$ cat src/rtl/mul_seq_32_if.sv
// Request/response and external-adder signals for the sequential multiplier.
// Master is the requester and adder side; slave is the multiplier.
interface mul_seq_32_if #(
  parameter int WIDTH = 32
);
  logic               start;
  logic [WIDTH-1:0]   a;
  logic [WIDTH-1:0]   b;
  logic [WIDTH-1:0]   add_x;
  logic [WIDTH-1:0]   add_y;
  logic               add_cin;
  logic [WIDTH-1:0]   add_s;
  logic               add_cout;
  logic               busy;
  logic               done;
  logic [2*WIDTH-1:0] product;

  modport master (
    output start, a, b, add_s, add_cout,
    input  add_x, add_y, add_cin, busy, done, product
  );

  modport slave (
    input  start, a, b, add_s, add_cout,
    output add_x, add_y, add_cin, busy, done, product
  );
endinterface

$ cat src/rtl/mul_seq_32.sv
// Unsigned WIDTH x WIDTH shift-and-add multiplier driving an external ripple adder.
// One add per clock: start edge + WIDTH CALC edges, then a one-cycle done pulse.
module mul_seq_32 #(
  parameter int WIDTH = 32,
  parameter int CNT_W = 6
) (
  input logic         clk,
  input logic         rst_n,
  mul_seq_32_if.slave bus
);

  typedef enum logic [1:0] {IDLE, CALC, DONE} state_t;

  localparam logic [CNT_W-1:0] LAST = CNT_W'(WIDTH - 1);

  state_t             state;
  logic [WIDTH-1:0]   acc_hi;
  logic [WIDTH-1:0]   acc_lo;
  logic [WIDTH-1:0]   mcand;
  logic [CNT_W-1:0]   cnt;
  logic               busy;
  logic               done;
  logic [2*WIDTH-1:0] product;

  // The adder operands come straight from registers so the adder sees a full cycle.
  assign bus.add_x   = acc_hi;
  assign bus.add_y   = acc_lo[0] ? mcand : '0;
  assign bus.add_cin = 1'b0;

  assign bus.busy    = busy;
  assign bus.done    = done;
  assign bus.product = product;

  always_ff @(posedge clk or negedge rst_n) begin
    if (!rst_n) begin
      state   <= IDLE;
      acc_hi  <= '0;
      acc_lo  <= '0;
      mcand   <= '0;
      cnt     <= '0;
      busy    <= 1'b0;
      done    <= 1'b0;
      product <= '0;
    end else begin
      case (state)
        IDLE, DONE: begin
          done <= 1'b0;
          if (bus.start) begin
            mcand  <= bus.a;
            acc_lo <= bus.b;
            acc_hi <= '0;
            cnt    <= '0;
            busy   <= 1'b1;
            state  <= CALC;
          end else begin
            state  <= IDLE;
          end
        end
        CALC: begin
          // add_cout becomes the new MSB; the consumed multiplier bit falls off the bottom.
          {acc_hi, acc_lo} <= {bus.add_cout, bus.add_s, acc_lo[WIDTH-1:1]};
          cnt <= cnt + 1'b1;
          if (cnt == LAST) begin
            product <= {bus.add_cout, bus.add_s, acc_lo[WIDTH-1:1]};
            busy    <= 1'b0;
            done    <= 1'b1;
            state   <= DONE;
          end
        end
        default: begin
          busy  <= 1'b0;
          done  <= 1'b0;
          state <= IDLE;
        end
      endcase
    end
  end

endmodule

$ cat src/flat_wrapper.sv
// flat-port wrapper written by rule: the top's interface ports become plain ports
module mul_seq_32_flat 
#(
  parameter int WIDTH = 32,
  parameter int CNT_W = 6
)
  (clk, rst_n, bus_start, bus_a, bus_b, bus_add_s, bus_add_cout, bus_add_x, bus_add_y, bus_add_cin, bus_busy, bus_done, bus_product);
  mul_seq_32_if #(.WIDTH(WIDTH)) bus_i ();
  input logic clk;
  input logic rst_n;
  input wire logic [$bits(bus_i.start)-1:0] bus_start;
  input wire logic [$bits(bus_i.a)-1:0] bus_a;
  input wire logic [$bits(bus_i.b)-1:0] bus_b;
  input wire logic [$bits(bus_i.add_s)-1:0] bus_add_s;
  input wire logic [$bits(bus_i.add_cout)-1:0] bus_add_cout;
  output wire logic [$bits(bus_i.add_x)-1:0] bus_add_x;
  output wire logic [$bits(bus_i.add_y)-1:0] bus_add_y;
  output wire logic [$bits(bus_i.add_cin)-1:0] bus_add_cin;
  output wire logic [$bits(bus_i.busy)-1:0] bus_busy;
  output wire logic [$bits(bus_i.done)-1:0] bus_done;
  output wire logic [$bits(bus_i.product)-1:0] bus_product;
  assign bus_i.start = bus_start;
  assign bus_i.a = bus_a;
  assign bus_i.b = bus_b;
  assign bus_i.add_s = bus_add_s;
  assign bus_i.add_cout = bus_add_cout;
  assign bus_add_x = bus_i.add_x;
  assign bus_add_y = bus_i.add_y;
  assign bus_add_cin = bus_i.add_cin;
  assign bus_busy = bus_i.busy;
  assign bus_done = bus_i.done;
  assign bus_product = bus_i.product;
  mul_seq_32 #(.WIDTH(WIDTH), .CNT_W(CNT_W)) u_core (.clk(clk), .rst_n(rst_n), .bus(bus_i));
endmodule
$ cat config.mk
export PLATFORM = sky130hd
export DESIGN_NAME = mul_seq_32_flat
export DESIGN_NICKNAME = d
export VERILOG_FILES = /design/src/rtl/mul_seq_32_if.sv /design/src/rtl/mul_seq_32.sv /design/src/flat_wrapper.sv
export SDC_FILE = /design/constraint.sdc
export NUM_CORES = 1
export LEC_CHECK = 0
export CAP_MARGIN = 20
export CELL_PAD_IN_SITES_DETAIL_PLACEMENT = 0
export CELL_PAD_IN_SITES_GLOBAL_PLACEMENT = 1
export CORE_MARGIN = 8
export CORE_UTILIZATION = 32
export CTS_CLUSTER_DIAMETER = 40
export DETAILED_ROUTE_END_ITERATION = 12
export PLACE_DENSITY_LB_ADDON = 0.1
export SYNTH_ARGS = -nofsm -noshare
export SYNTH_HDL_FRONTEND = slang
export SYNTH_SLANG_ARGS = --single-unit
$ cat constraint.sdc
create_clock -name clk -period 1.7 [get_ports clk]
set_input_delay 0.425 -clock clk [delete_from_list [all_inputs] [get_ports clk]]
set_output_delay 0.425 -clock clk [all_outputs]
set_load 0.01 [all_outputs]
* After elaboration in Yosys (flattened, before gate mapping)
Cells that the tools add are included.
Word-level totals: register bits after elaboration 170, output and inout bits 131
Operators by class: equality and inequality tests 5, reduce and logical (&&, ||, !) cells 7, $add $sub $neg 1, mux-type cells 15
Operators with widths (number):
- case mux 32 bit (2 select lines) | 2
- two-way mux 32 bit | 3
- case mux 6 bit (2 select lines) | 1
- AND reduction 2 bit | 4
- adder 6 x 1 -> 6 bit (second input constant) | 1
- equality test 6 x 5 -> 1 bit (second input constant) | 1
- two-way mux 6 bit | 1
- two-way mux 1 bit | 5
- case mux 2 bit (2 select lines) | 1
- equality test 2 x 1 -> 1 bit (second input constant) | 1
- equality test 2 bit (second input constant) | 1
- zero test 2 bit | 1
- two-way mux 2 bit | 1
- inequality test 2 x 1 -> 1 bit (second input constant) | 1
- inequality test 2 bit (second input constant) | 1
- case mux 1 bit (2 select lines) | 1
- nonzero test 2 bit | 1
- OR reduction 2 bit | 1

* Longest topological paths before layout
depth in word-level cells 4, gate-level depth with buffers 6, mapped depth without buffers 4

* Worst setup path after synthesis
Ideal clock, no wire load.
kind register to register, start point register, netlist name u_core.bus.done, end point register u_core.product[14] (netlist: u_core.bus.product[14]), stages on the path, launching flop included 6, clock period less this slack 1.682 ns, path buffers 2, library setup time 0.127 ns, data required time 1.573 ns, data arrival time 1.555 ns, slack 0.018 ns, cells stage by stage dfrtp_1 -> nand2b_1 -> nor4b_4 -> buf_4 -> buf_6 -> mux2_1
RTL lines:
- end signal, assigned | line mul_seq_32.sv:64 | product <= {bus.add_cout, bus.add_s, acc_lo[WIDTH-1:1]};
- end, declared | line mul_seq_32.sv:23 | logic [2*WIDTH-1:0] product;

* Worst setup path after layout
start point register u_core.acc_lo[0], end point output bus_add_y[0]
On the way: cells in the longest elaborated chain, start to end 1
RTL lines:
- start, declared | line mul_seq_32.sv:18 | logic [WIDTH-1:0] acc_lo;
- start signal, assigned | line mul_seq_32.sv:50 | acc_lo <= bus.b;
- start signal, assigned | line mul_seq_32.sv:61 | {acc_hi, acc_lo} <= {bus.add_cout, bus.add_s, acc_lo[WIDTH-1:1]};
- two-way mux 32 bit | line mul_seq_32.sv:27 | assign bus.add_y = acc_lo[0] ? mcand : '0;
- end, declared | line flat_wrapper.sv:17 | output wire logic [$bits(bus_i.add_y)-1:0] bus_add_y;
Every way passes these cells.

==> results list <==
- The flow ran to the end, but the final reports show violations.
* Failing checks: setup timing
- I/O pin count: 231
- Counting the fill cells in the layout gives 1911.
- The placed instances occupy a cell area of 9438 sq um.
* Top cells by area, synth: sky130_fd_sc_hd__dfrtp_1 (63%), sky130_fd_sc_hd__mux2_1 (8.2%), sky130_fd_sc_hd__nand2_1 (7.2%)
* CP max FO: 8
* Peak clock frequency supported by timing: 0.5582 GHz
- 0 antenna diodes ended up in the layout.
* Final worst path period need: 1.792 ns
- Post-Synthesis Cell Area: 6738 sq um
- Setup violations, final: 37
- The min-delay analysis places its worst path in the category reg -> reg.
- The sequential cells in the finished layout cover a total of 4230 sq um.
- Power density of the placed cells: 840.0 nW/um^2
* First-pass GRT wire length: 32.53 mm
- Final-report hold violation count: 0
- The via count of the first global-routing pass came to 5519.
* Number of register bits inferred by synthesis: 169
* Routed length per instance: 20.34 microns
- At the end of the flow the core is filled with cells to 0.5030.
- Total leakage power: 5.232 nW
- The area growth from synthesis to layout is 55.45%.
* WL final: 22.21 mm
- Weighted congestion at the end of routability-driven global placement: 0.7151
- Clock tree root buffer cell: sky130_fd_sc_hd__clkbuf_16
- Buffer and inverter count on the worst path: 3
- CTS tree: done
- Setup repair after global routing could not meet its margin everywhere.
- During placement, the flow inserted port buffers numbering 229.
- Post-synthesis area per instance: 12.05 sq um
- Entering global routing, the biggest net connects 69 pins.
- Final net count: 905
- STA puts the critical path data arrival time at 1.37 ns.
- Max-Cap Viols: 0
* Number of DRC violations after detailed-routing iteration 0: 256
- Sum of overflow across all layers after global routing: 0
- After technology mapping, the gate count stands at 559.
- ANT nets after route: 0
- Summed negative setup slack over all endpoints: -1.740 ns
- Routed via count divided by cell count: 4.761
- Biggest area consumer among synthesized cells: sky130_fd_sc_hd__dfrtp_1
* Clock input transition at the sequential cells of the worst setup and hold paths: 0.07 ns
- The number of max-slew violations in the final report is 0.
* Final instance area: 10470 sq um
- The clock passes through at most 2 buffers.
* Die outline area: 25950 sq um
- Clock H-tree levels: 4
- Headroom to the max-slew limit came out at 0.6270.
* Number of buffers created by CTS: 17
- Among cell families on the critical path, the largest total delay comes from flip-flops.
- HPWL Detailed: 13.63 mm
- Counting distinct cell types in the post-synthesis netlist gives 29.
- Sinks on Clock Net: 169
- Power after layout: 8.797 mW
- Worst IR drop on VDD: 0.6492 mV
* Fraction of synthesized cell area taken by the top area cell type: 0.6277
- Largest stage delay, worst path: 0.43 ns
- Data on the critical path is required at its endpoint by 1.27 ns.
- For the final database, setup skew stands at 0.01871 ns.
- STA classifies the critical path startpoint as a flop.
- Worst path slowest cell: sky130_fd_sc_hd__dfrtp_2
- Number of remaining DRC errors: 0
* Warning count from the yosys run: 0
- After detailed placement, the design holds a cell count of 1042.
- The initial utilization of the core area, before any placement, comes to 0.3236.
- First-pass detailed-route iteration total: 4
- Ratio of cells with drive above 1 in the final layout: 0.2228
* Least-Margin Pin Slew: 0.5582 ns
- Final worst setup slack: -0.09162 ns
- For the worst-skew pair, the clock arrives at the later sink with an insertion delay of 0.42 ns.
* Critical Path End Type: primary output
- Total vias in the final route: 5199
- Sequence of cells on the critical path: buf_12 > buf_16 > and2_4 > buf_6
- The finished layout holds 1092 standard cells, fillers aside.
- Die height: 161.1 microns
- Core footprint: 20820 sq um
- Width of the die: 161.1 microns
- # rows: 53
* Type of the worst setup path: reg -> out
- Global routing usage summed across all routing layers: 0.1601
- In the final layout, the multi-input gates occupy 2581 sq um.
- The number of antenna violations at the first check in global routing was 0.
* Part of the cycle the worst path needs: 1.054
- Counting every net in the synthesized netlist gives 660.
- The share of the Yosys chip area taken by registers is 0.6277.
==> flip-flops by register name (all words and copies together) (netlist names) <==
signal / cells
u_core.acc_lo: 32
u_core.bus.add_x: 32
u_core.bus.busy: 1
u_core.bus.done: 1
u_core.bus.product: 64
u_core.cnt: 6
u_core.mcand: 32
u_core.state: 1
==> kinds of logic (layout without fill, tap and decap cells) <==
family / count (synthesis) / count (layout) / share of synthesized area
xor+xnor: 1 / 1 / 0.001300
simple gates: 206 / 207 / 0.1396
fa+ha+maj: 1 / 1 / 0.001857
buf+inv: 41 / 298 / 0.03157
mux: 66 / 66 / 0.1101
flops: 169 / 169 / 0.6277
compound gates: 74 / 74 / 0.08728
other cells: 1 / 1 / 0.0005566
==> what timing repair did <==
action | CTS | global route
endpoints found under the setup margin | 197 | 115
pin swaps | 2 | 1
setup buffers | 4 | 2
hold buffers | 1 | 0
gates resized for setup | 256 | 79
cloned | 4 | 8
hold endpoints to repair | 38 | 0
==> layout make-up <==
type	count	area share
repair buffers	266	0.2605
multi-input cells	350	0.2464
flip-flops and latches	169	0.4039
clock buffers	19	0.04324
well taps	275	0.03285
clock inverters	13	0.01302
==> per-layer routing <==
metal  part of all wire  track usage
met4              0.011      0.05008
met2               0.49       0.2603
met3              0.048      0.04480
met1               0.46       0.2035
met5                  0            0
==> cell usage in the layout (no fill, tap or decap), drive strengths merged <==
| cell | Yosys | layout |
|---|---|---|
| dfrtp | 169 | 169 |
| nand2 | 130 | 130 |
| clkdlybuf4s50 | 0 | 98 |
| dlygate4sd2 | 0 | 97 |
| mux2 | 65 | 65 |
| buf | 25 | 63 |
| nand3 | 35 | 35 |
| a22o | 34 | 34 |
| a22oi | 32 | 32 |
| and2 | 32 | 32 |
| clkbuf | 16 | 26 |
| inv | 0 | 5 |
| clkinv | 0 | 4 |
| o21ai | 3 | 3 |
| clkinvlp | 0 | 3 |
| nand2b | 3 | 3 |
| nor2b | 2 | 2 |
| nor2 | 1 | 2 |
| a21oi | 2 | 2 |
| nor3b | 1 | 1 |
| nor4b | 1 | 1 |
| xnor2 | 1 | 1 |
| nand4 | 1 | 1 |
| mux2i | 1 | 1 |
| o311ai | 1 | 1 |
| o41ai | 1 | 1 |
| o21bai | 1 | 1 |
| ha | 1 | 1 |
| conb | 1 | 1 |
| bufinv | 0 | 1 |
| dlygate4sd3 | 0 | 1 |
==> report_power, final <==
| part | internal (mW) | switching, mW | leakage (nW) | total, mW |
|---|---|---|---|---|
| clock network | 2.14 | 1.75 | 0.281 | 3.89 |
| logic | 0.410 | 0.282 | 2.80 | 0.693 |
| registers | 4.14 | 0.0756 | 2.15 | 4.21 |
| total | 6.69 | 2.11 | 5.23 | 8.80 |
==> final timing paths <==
check / startpoint / endpoint / slack (ns) / cells after the start
worst max-delay path: u_core.acc_lo[0] / bus_add_y[0] / -0.09 / 4
worst min-delay path: u_core.mcand[13] / u_core.mcand[13] / 0.47 / 2
min in group asynchronous: rst_n / u_core.bus.product[55] / 0.49 / 2
worst max register to register: u_core.cnt[4] / u_core.bus.product[45] / -0.01 / 5
max in group asynchronous: rst_n / u_core.bus.add_x[31] / 0.54 / 3
worst min register to register: u_core.mcand[13] / u_core.mcand[13] / 0.47 / 2
==> worst min-delay path, delay by kind of cell, from the launching register on <==
kind	cells	cell delay (ns)
flops	1	0.34
simple gates	2	0.11
==> cells in the mapped netlist, drive strengths merged <==
cell type  instances
nand3             35
nor4b              1
a22oi             32
nor3b              1
and2              32
a22o              34
o41ai              1
dfrtp            169
o21bai             1
a21oi              2
xnor2              1
o311ai             1
nor2               1
ha                 1
nor2b              2
o21ai              3
mux2              65
mux2i              1
buf               25
conb               1
nand2            130
nand4              1
clkbuf            16
nand2b             3
==> per-stage QoR <==
step	setup slack (ns)	hold slack, ns
6_report	-0.09162	0.4722
5_1_grt	-0.1433	0.4925
4_1_cts	-0.1463	0.4742
3_5_place_dp	-0.3774	0.3738
3_3_place_gp	-0.3649	0.3735
2_1_floorplan	0.01765	0.1294
(Power assumes the default switching activity.)
